--- src/rtl/rom_burst_reader_pkg.sv ---
// Shared definitions for the program-ROM burst reader: default widths and FSM state encoding.
package rom_burst_reader_pkg;

  localparam int ADDR_W_DEF = 12;
  localparam int DATA_W_DEF = 8;
  localparam int LEN_W_DEF  = 13;

  typedef enum logic [1:0] {
    ST_IDLE  = 2'd0,
    ST_FETCH = 2'd1,
    ST_SEND  = 2'd2,
    ST_DONE  = 2'd3
  } state_t;

endpackage

--- src/rtl/rom_burst_reader_if.sv ---
// Command, ROM bus and output stream signals of the burst reader; master is the reader side.
interface rom_burst_reader_if
  import rom_burst_reader_pkg::*;
#(
  parameter int ADDR_W = ADDR_W_DEF,
  parameter int DATA_W = DATA_W_DEF,
  parameter int LEN_W  = LEN_W_DEF
);

  logic              start;
  logic [ADDR_W-1:0] base_addr;
  logic [LEN_W-1:0]  length;
  logic [ADDR_W-1:0] rom_addr;
  logic [DATA_W-1:0] rom_data;
  logic [DATA_W-1:0] dout;
  logic              dout_valid;
  logic              dout_ready;
  logic              busy;
  logic              done;

  modport master (
    input  start, base_addr, length, rom_data, dout_ready,
    output rom_addr, dout, dout_valid, busy, done
  );

  modport slave (
    output start, base_addr, length, rom_data, dout_ready,
    input  rom_addr, dout, dout_valid, busy, done
  );

endinterface

--- src/rtl/rom_burst_reader_addr_counter.sv ---
// Loadable wrap-around address counter; load wins over inc, wraps modulo 2**ADDR_W.
module rom_burst_reader_addr_counter
  import rom_burst_reader_pkg::*;
#(
  parameter int ADDR_W = ADDR_W_DEF
) (
  input  logic              clk,
  input  logic              rst,
  input  logic              load,
  input  logic              inc,
  input  logic [ADDR_W-1:0] load_val,
  output logic [ADDR_W-1:0] q
);

  always_ff @(posedge clk) begin
    if (rst) begin
      q <= '0;
    end else if (load) begin
      q <= load_val;
    end else if (inc) begin
      q <= q + ADDR_W'(1);
    end
  end

endmodule

--- src/rtl/rom_burst_reader.sv ---
// Burst sequencer for the program ROM: reads length bytes from base_addr and streams them out.
module rom_burst_reader
  import rom_burst_reader_pkg::*;
#(
  parameter int ADDR_W = ADDR_W_DEF,
  parameter int DATA_W = DATA_W_DEF,
  parameter int LEN_W  = LEN_W_DEF
) (
  input  logic                clk,
  input  logic                reset,
  rom_burst_reader_if.master  bus
);

  state_t            state, state_nxt;
  logic [LEN_W-1:0]  count;
  logic [DATA_W-1:0] dout_q;
  logic              dout_valid_q;
  logic              addr_load;
  logic              addr_inc;
  logic [ADDR_W-1:0] rom_addr_q;
  logic              accept;
  logic              handshake;

  assign accept    = (state == ST_IDLE) && bus.start && (bus.length != '0);
  assign handshake = (state == ST_SEND) && bus.dout_ready;

  rom_burst_reader_addr_counter #(
    .ADDR_W (ADDR_W)
  ) u_addr_counter (
    .clk      (clk),
    .rst      (reset),
    .load     (addr_load),
    .inc      (addr_inc),
    .load_val (bus.base_addr),
    .q        (rom_addr_q)
  );

  always_ff @(posedge clk) begin
    if (reset) begin
      state <= ST_IDLE;
    end else begin
      state <= state_nxt;
    end
  end

  always_comb begin
    state_nxt = state;
    addr_load = 1'b0;
    addr_inc  = 1'b0;
    case (state)
      ST_IDLE: begin
        if (accept) begin
          addr_load = 1'b1;
          state_nxt = ST_FETCH;
        end else if (bus.start) begin
          state_nxt = ST_DONE;
        end
      end
      ST_FETCH: state_nxt = ST_SEND;
      ST_SEND: begin
        if (handshake) begin
          // The last byte leaves rom_addr on its own address rather than advancing.
          if (count == LEN_W'(1)) begin
            state_nxt = ST_DONE;
          end else begin
            addr_inc  = 1'b1;
            state_nxt = ST_FETCH;
          end
        end
      end
      ST_DONE: state_nxt = ST_IDLE;
      default: state_nxt = ST_IDLE;
    endcase
  end

  always_ff @(posedge clk) begin
    if (reset) begin
      count        <= '0;
      dout_q       <= '0;
      dout_valid_q <= 1'b0;
    end else begin
      if (accept) begin
        count <= bus.length;
      end
      if (state == ST_FETCH) begin
        dout_q       <= bus.rom_data;
        dout_valid_q <= 1'b1;
      end
      if (handshake) begin
        dout_valid_q <= 1'b0;
        count        <= count - LEN_W'(1);
      end
    end
  end

  assign bus.rom_addr   = rom_addr_q;
  assign bus.dout       = dout_q;
  assign bus.dout_valid = dout_valid_q;
  assign bus.busy       = (state != ST_IDLE);
  assign bus.done       = (state == ST_DONE);

endmodule

--- src/flat_wrapper.sv ---
// flat-port wrapper written by rule: the top's interface ports become plain ports
module rom_burst_reader_flat import rom_burst_reader_pkg::*;
#(
  parameter int ADDR_W = ADDR_W_DEF,
  parameter int DATA_W = DATA_W_DEF,
  parameter int LEN_W  = LEN_W_DEF
)
  (clk, reset, bus_start, bus_base_addr, bus_length, bus_rom_data, bus_dout_ready, bus_rom_addr, bus_dout, bus_dout_valid, bus_busy, bus_done);
  rom_burst_reader_if #(.ADDR_W(ADDR_W), .DATA_W(DATA_W), .LEN_W(LEN_W)) bus_i ();
  input  logic clk;
  input  logic reset;
  input wire logic [$bits(bus_i.start)-1:0] bus_start;
  input wire logic [$bits(bus_i.base_addr)-1:0] bus_base_addr;
  input wire logic [$bits(bus_i.length)-1:0] bus_length;
  input wire logic [$bits(bus_i.rom_data)-1:0] bus_rom_data;
  input wire logic [$bits(bus_i.dout_ready)-1:0] bus_dout_ready;
  output wire logic [$bits(bus_i.rom_addr)-1:0] bus_rom_addr;
  output wire logic [$bits(bus_i.dout)-1:0] bus_dout;
  output wire logic [$bits(bus_i.dout_valid)-1:0] bus_dout_valid;
  output wire logic [$bits(bus_i.busy)-1:0] bus_busy;
  output wire logic [$bits(bus_i.done)-1:0] bus_done;
  assign bus_i.start = bus_start;
  assign bus_i.base_addr = bus_base_addr;
  assign bus_i.length = bus_length;
  assign bus_i.rom_data = bus_rom_data;
  assign bus_i.dout_ready = bus_dout_ready;
  assign bus_rom_addr = bus_i.rom_addr;
  assign bus_dout = bus_i.dout;
  assign bus_dout_valid = bus_i.dout_valid;
  assign bus_busy = bus_i.busy;
  assign bus_done = bus_i.done;
  rom_burst_reader #(.ADDR_W(ADDR_W), .DATA_W(DATA_W), .LEN_W(LEN_W)) u_core (.clk(clk), .reset(reset), .bus(bus_i));
endmodule
--- config.mk ---
export PLATFORM = sky130hd
export DESIGN_NAME = rom_burst_reader_flat
export DESIGN_NICKNAME = d
export VERILOG_FILES = /design/src/rtl/rom_burst_reader_pkg.sv /design/src/rtl/rom_burst_reader_if.sv /design/src/rtl/rom_burst_reader_addr_counter.sv /design/src/rtl/rom_burst_reader.sv /design/src/flat_wrapper.sv
export SDC_FILE = /design/constraint.sdc
export NUM_CORES = 1
export LEC_CHECK = 0
export CAP_MARGIN = 20
export CORE_MARGIN = 10
export CORE_UTILIZATION = 49
export DETAILED_ROUTE_END_ITERATION = 12
export GPL_ROUTABILITY_DRIVEN = 0
export PLACE_DENSITY = 0.85
export SLEW_MARGIN = 5
export SYNTH_ARGS = -nofsm -noshare
export SYNTH_HDL_FRONTEND = slang
export SYNTH_SLANG_ARGS = --single-unit
--- constraint.sdc ---
create_clock -name clk -period 3.8 [get_ports clk]
set_clock_uncertainty 0.1 [all_clocks]
set_input_delay 0.57 -clock clk [delete_from_list [all_inputs] [get_ports clk]]
set_output_delay 0.57 -clock clk [all_outputs]
set_load 0.1 [all_outputs]
=== Word-level counts from Yosys, hierarchy flattened ===
Index checks and enable logic that the tools add are counted.

* $add $sub $neg: 2
* Equal/unequal tests: 6
* Multiplexer cells: 14
* Reductions and logical operators: 10

{| class="wikitable"
|+ Operator list
! operator !! count
|-
| $mux 13 || 2
|-
| $mux 12 || 2
|-
| $eq 13x1->1 const B || 1
|-
| $reduce_bool 13->1 || 1
|-
| $sub 13x1->13 const B || 1
|-
| $add 12x1->12 const B || 1
|-
| $mux 2 || 4
|-
| $pmux 2 s4 || 1
|-
| $reduce_bool 2->1 || 3
|-
| $mux 1 || 5
|-
| $eq 2x2->1 const B || 2
|-
| $logic_and 1x1->1 || 3
|-
| $ne 3x2->1 const B || 1
|-
| $eq 2x1->1 const B || 1
|-
| $logic_not 2->1 || 1
|-
| $ne 2x1->1 const B || 1
|-
| $reduce_and 2->1 || 1
|-
| $reduce_or 2->1 || 1
|}

* Register bits after elaboration: 36
* Input bits: 37
* Word-level logic and storage cells: 37

=== Longest topological paths before layout ===
* Depth in word-level cells: 6
* Mapped depth: 7
* Gate-level depth less buffers: 7

=== Hierarchy ===
Synthesis repeated with hierarchy kept, for this count alone.

* Cells, all modules: 236
* Area total of the unflattened synthesis: 1926.8 sq um

{| class="wikitable"
|+ Modules (own cells, without submodules)
! module !! times used !! cells an instance !! area an instance (sq um)
|-
| rom_burst_reader || 1 || 154 || 1241.2
|-
| rom_burst_reader_addr_counter || 1 || 82 || 685.7
|}

=== Worst setup path after synthesis ===
Ideal clock, no wire load.

* Path type: register to register
* Start: register u_core.u_addr_counter.q[2]
* End: register u_core.u_addr_counter.q[9]
* Setup time: 0.086 ns
* Data arrival time: 2.088 ns
* Slack: 1.527 ns
* Cell stages (with the launch flop): 6
* Buffers on the path: 0
* Path through: dfxtp_1 -> nand4_1 -> nor2_1 -> nand4_1 -> xor2_1 -> a211oi_1

* Word-level cells in the longest chain between the ends: 3

{| class="wikitable"
|+ Ends and longest elaborated chain
! element !! RTL line !! source
|-
| start, declared || rom_burst_reader_addr_counter.sv:12 || <nowiki>output logic [ADDR_W-1:0] q</nowiki>
|-
| start signal, assigned || rom_burst_reader_addr_counter.sv:19 || <nowiki>q <= load_val;</nowiki>
|-
| start signal, assigned || rom_burst_reader_addr_counter.sv:21 || <nowiki>q <= q + ADDR_W'(1);</nowiki>
|-
| $add 12x1->12 || rom_burst_reader_addr_counter.sv:21 ||
|-
| $mux 12 || rom_burst_reader_addr_counter.sv:20 || <nowiki>end else if (inc) begin</nowiki>
|-
| $mux 12 || rom_burst_reader_addr_counter.sv:18 || <nowiki>end else if (load) begin</nowiki>
|}

No other way between the ends. The select of a mux whose other input is x is not followed.
A chain may end at the register's enable or synchronous reset.

=== Worst setup path after layout ===
* Start: register u_core.state[1]
* End: output bus_done

* Word-level cells in the longest chain between the ends: 1

{| class="wikitable"
|+ Ends and longest elaborated chain
! element !! RTL line !! source
|-
| start, declared || rom_burst_reader.sv:14 || <nowiki>state_t state, state_nxt;</nowiki>
|-
| start signal, assigned || rom_burst_reader.sv:42 || <nowiki>state <= state_nxt;</nowiki>
|-
| $eq 2x2->1 || rom_burst_reader.sv:100 || <nowiki>assign bus.done = (state == ST_DONE);</nowiki>
|-
| end, declared || flat_wrapper.sv:21 || <nowiki>output wire logic [$bits(bus_i.done)-1:0] bus_done;</nowiki>
|}

No other way between the ends.

==> flow_results.org <==
** Floorplanning
- The die covers 6530 sq um.
- Effective utilization at floorplan :: 50.3%
- Number of top-level pins :: 60
- The core region is 3610 sq um.
- Measured along the y axis, the die boundary spans 80.8 um.
- Row generation in the floorplan step produced 22 rows.
- Die X-Extent :: 80.8 um

** Global routing
- Global route overflow :: 0
- Maximum number of pins on one net before global-route repair :: 25
- The number of antenna violations at the first check in global routing was 0.
- Number of global-route vias before repair :: 1803
- Global routing consumed, over all layers together, 16.2% of the routing resources.
- The first global-routing pass estimated 8.67 mm of wire.

** Run status
- Run status :: finished, final reports clean

** Pwr
- Per report_power, the combinational group accounts for 33.1% of the total.
- In this run the power spent charging and discharging nets is 0.000450 W.
- Worst vdd rail ir drop :: 0.348 mV
- Share of total power consumed by net switching :: 38.0%
- Leakage :: 0.884 nW
- For this design the ratio of total power to cell area is 466 nW/um^2.
- Internal :: 0.000736 W
- Clock share of power :: 28.7%
- Sequential cells burn 38.2% of the power.

** Layout
- The number of antenna diodes in the final layout is 0.
- Counting the fill cells in the layout gives 298.
- # nets final :: 317
- Compared with the post-synthesis result, the final layout area differs by 40.4%.
- Cells with a size suffix above 1 make up 6.83% of the layout.

** Synth
- For this run, asynchronously set or reset flops after synthesis account for 0%.
- After synthesis, flip-flops and latches occupy 39.8% of the total area.
- Ranking of synthesized cells by area :: dfxtp_1 (40%), a21oi_1 (7.2%), nand2_1 (5.6%), nor2_1 (5.6%), a211oi_1 (5.0%)
- Number of distinct library cell variants in the gate-level netlist after synthesis :: 39
- Number of flops mapped to enable cells by yosys :: 0
- The cell area that synthesis handed to floorplanning was 1810 sq um.
- dfxtp_1 takes more of the synthesized area than any other cell.
- Syn nets :: 261
- Among all flip-flop cells after synthesis, the most frequent one is dfxtp_1.
- In this run, synthesis produced a sequential element count of 36.
- The cell count after synthesis came out at 221.
- Yosys warns :: 0
- Area share of the leading cell type in the synthesized netlist :: 39.8%
- Post-Syn Area per Cell :: 8.20 sq um

** Detailed routing
- In this run the remaining antenna-violating nets after routing total 0.
- Vias per Instance :: 5.68
- In the routed design, unresolved DRC markers number 0.
- Via count :: 1852
- Starting DRC count in detailed routing :: 158
- Routed WL :: 5.16 mm
- After detailed routing, the average wire length per cell comes to 15.8 um.
- DRT Pass-1 Iters :: 4

** Clock network
- CTS placed an instance of clkbuf_8 at the clock tree root.
- Post-cts hold buffer count :: 0
- Num Clock Sinks :: 36
- H-tree levels :: 2
- For the worst-skew pair, the clock arrives at the later sink with an insertion delay of 0.30 ns.
- In this run the post-CTS setup repair buffer count came out at 0.
- After clock tree synthesis, the clock-pin slew on the worst setup and hold paths is 0.07 ns.
- Inserted Clock Buffers :: 5
- Maximum number of buffers from clock root to sink :: 2
- TritonCTS built the clock tree.
- Post-cts resize count :: 0

** Place
- In this run the tool buffered the top-level ports with 59 buffer cells.
- Summed over all nets, the half-perimeter wirelength after detailed placement is 3.76 mm.

** Setup path
- Measured in cells, the most critical reg-to-reg path has a length of 7.
- The critical path is of the register to output pin type.
- Max incr delay on CP :: 1.15 ns
- Crit path capture type :: output pin
- Reg2Reg Setup Slack :: 1.52 ns
- The worst register-to-register path ends at u_core.u_addr_counter.q[10].
- The number of buffers and inverters on the critical path is 1.
- The critical path goes through and2_1 > clkdlybuf4s50_1.
- The kind of cell with the highest combined delay along the critical path is buffers and inverters.
- The slowest stage of the critical path belongs to the cell clkdlybuf4s50_1.
- Source of the worst register-to-register timing path :: u_core.count[1]
- Max Fanout on Critical Path :: 8
- Worst endpoint required time :: 3.13 ns
- Category of the worst setup path launch point :: register
- STA puts the critical path data arrival time at 2.11 ns.

** STA
- Timing would allow up to 359 MHz.
- The number of pins exceeding their max-slew limit in the final report was 0.
- Minimum clock period :: 2.78 ns
- Setup TNS :: 0 ns
- Number of hold violations in the final report :: 0
- Setup repair after global routing missed its margin :: false
- For the pin with the worst max-slew slack, the measured transition is 0.995 ns.
- Tightest hold margin :: 0.356 ns
- In this run the tightest slew margin relative to its limit is 33.5%.
- Setup violations remaining at the end of the flow were counted as 0.
- Final Cycle Share :: 73.2%

** Min path
- Worst Hold Endpoint :: u_core.bus.dout[0]
- Worst hold path depth :: 2
- The path class of the tightest hold or removal check is register to register.
- Startpoint of the lowest-slack hold path :: u_core.bus.dout[0]

** Job
- The tool flagged a number of max-cap violations equal to 0.
-- cell usage after synthesis, types with 2 or more instances --
cell        n
dfxtp_1    36
nand2_1    27
nor2_1     27
a21oi_1    26
a211oi_1   12
clkbuf_1    9
nand3_1     8
nor4_1      7
xnor2_1     7
nand4_1     6
nor3_1      5
xor2_1      5
inv_1       4
o21ai_0     4
and2_1      3
ha_1        3
o311ai_0    3
a22oi_1     2
a2bb2oi_1   2
a32oi_1     2
buf_1       2
buf_2       2
nand3b_1    2
or3_1       2
-- layout make-up --
| type | instances | area, sq um | share of cell area [%] |
|---|---|---|---|
| clock buffer | 5 | 68.8 | 2.70 |
| clock inverter | 3 | 42.5 | 1.67 |
| inverter | 4 | 15.0 | 0.590 |
| multi-input combinational | 168 | 1030 | 40.3 |
| sequential | 36 | 721 | 28.3 |
| tap | 48 | 60.1 | 2.36 |
| timing repair buffer | 62 | 613 | 24.1 |
-- worst min-delay path: stages (launching register included) --
cell	delay, ns
dfxtp_1	0.31
nand2_1	0.05
a21oi_1	0.05
-- cells by family (layout without fill, tap and decap cells) --
logic type	after synthesis	count (layout)	share of synthesized area (%)
XOR/XNOR	12	12	5.80
buffers and inverters	17	74	3.66
AND/OR/NAND/NOR	96	96	27.2
flip-flops	36	36	39.8
multiplexers	1	1	0.552
AO/OA/AOI/OAI	56	56	21.0
adder cells (fa/ha/maj)	3	3	2.07
-- registers in the layout, summed over array words and instances, names as in the netlist --
signal                   flops
u_core.u_addr_counter.q     12
u_core.bus.dout_valid        1
u_core.count                13
u_core.bus.dout              8
u_core.state                 2
-- metrics by stage --
step	total power [W]	setup slack (ns)	instances	cell area [sq um]	util [%]
floorplan	0.000736	1.53	221	1810	-
global placement	0.000847	1.26	318	2430	67.5
detailed placement	0.000851	1.26	318	2430	67.5
CTS	0.00119	1.02	326	2550	70.6
global route	0.00123	0.956	326	2550	70.6
finish	0.00119	1.02	326	2550	70.6
-- cells in the final DEF (no fill, tap or decap), types with 2 or more instances in the layout --
cell / n
nand3_1: 8
buf_4: 3
and2_1: 3
nand3b_1: 2
inv_1: 4
xnor2_1: 7
a2bb2oi_1: 2
nor2_1: 27
a22oi_1: 2
nand4_1: 6
ha_1: 3
nor4_1: 7
clkbuf_8: 5
or3_1: 2
a21oi_1: 26
o311ai_0: 3
o21ai_0: 4
a32oi_1: 2
nor3_1: 5
nand2_1: 27
a211oi_1: 12
clkdlybuf4s50_1: 59
dfxtp_1: 36
xor2_1: 5
-- power groups by stage --
stage	Combinational [W]	Sequential (W)	Clock, W
after floorplan	0.000141	0.000596	0
after global placement	0.000387	0.000460	0
after detailed placement	0.000391	0.000460	0
after CTS	0.000394	0.000452	0.000341
after global routing	0.000416	0.000459	0.000359
final	0.000393	0.000453	0.000340
-- how the worst max path moves through the flow --
stage,startpoint,end,slack (ns),depth (start not counted)
6_report,u_core.state[1],bus_done,1.02,2
5_1_grt,u_core.state[1],bus_done,0.96,2
4_1_cts,u_core.state[1],bus_done,1.02,2
3_5_place_dp,bus_dout_ready,u_core.count[12],1.26,6
3_3_place_gp,bus_length[11],u_core.count[1],1.26,7
2_1_floorplan,u_core.u_addr_counter.q[2],u_core.u_addr_counter.q[9],1.53,5
-- layer usage --
layer / wire length, um / track usage [%] / part of all wire [%]
met4: 77 / 5.88 / 1.5
met3: 439 / 5.19 / 8.5
met2: 2500 / 25.6 / 48
met5: 0 / 0 / 0
met1: 2140 / 20.4 / 42
Note: power is estimated with default switching activity, not from simulation.
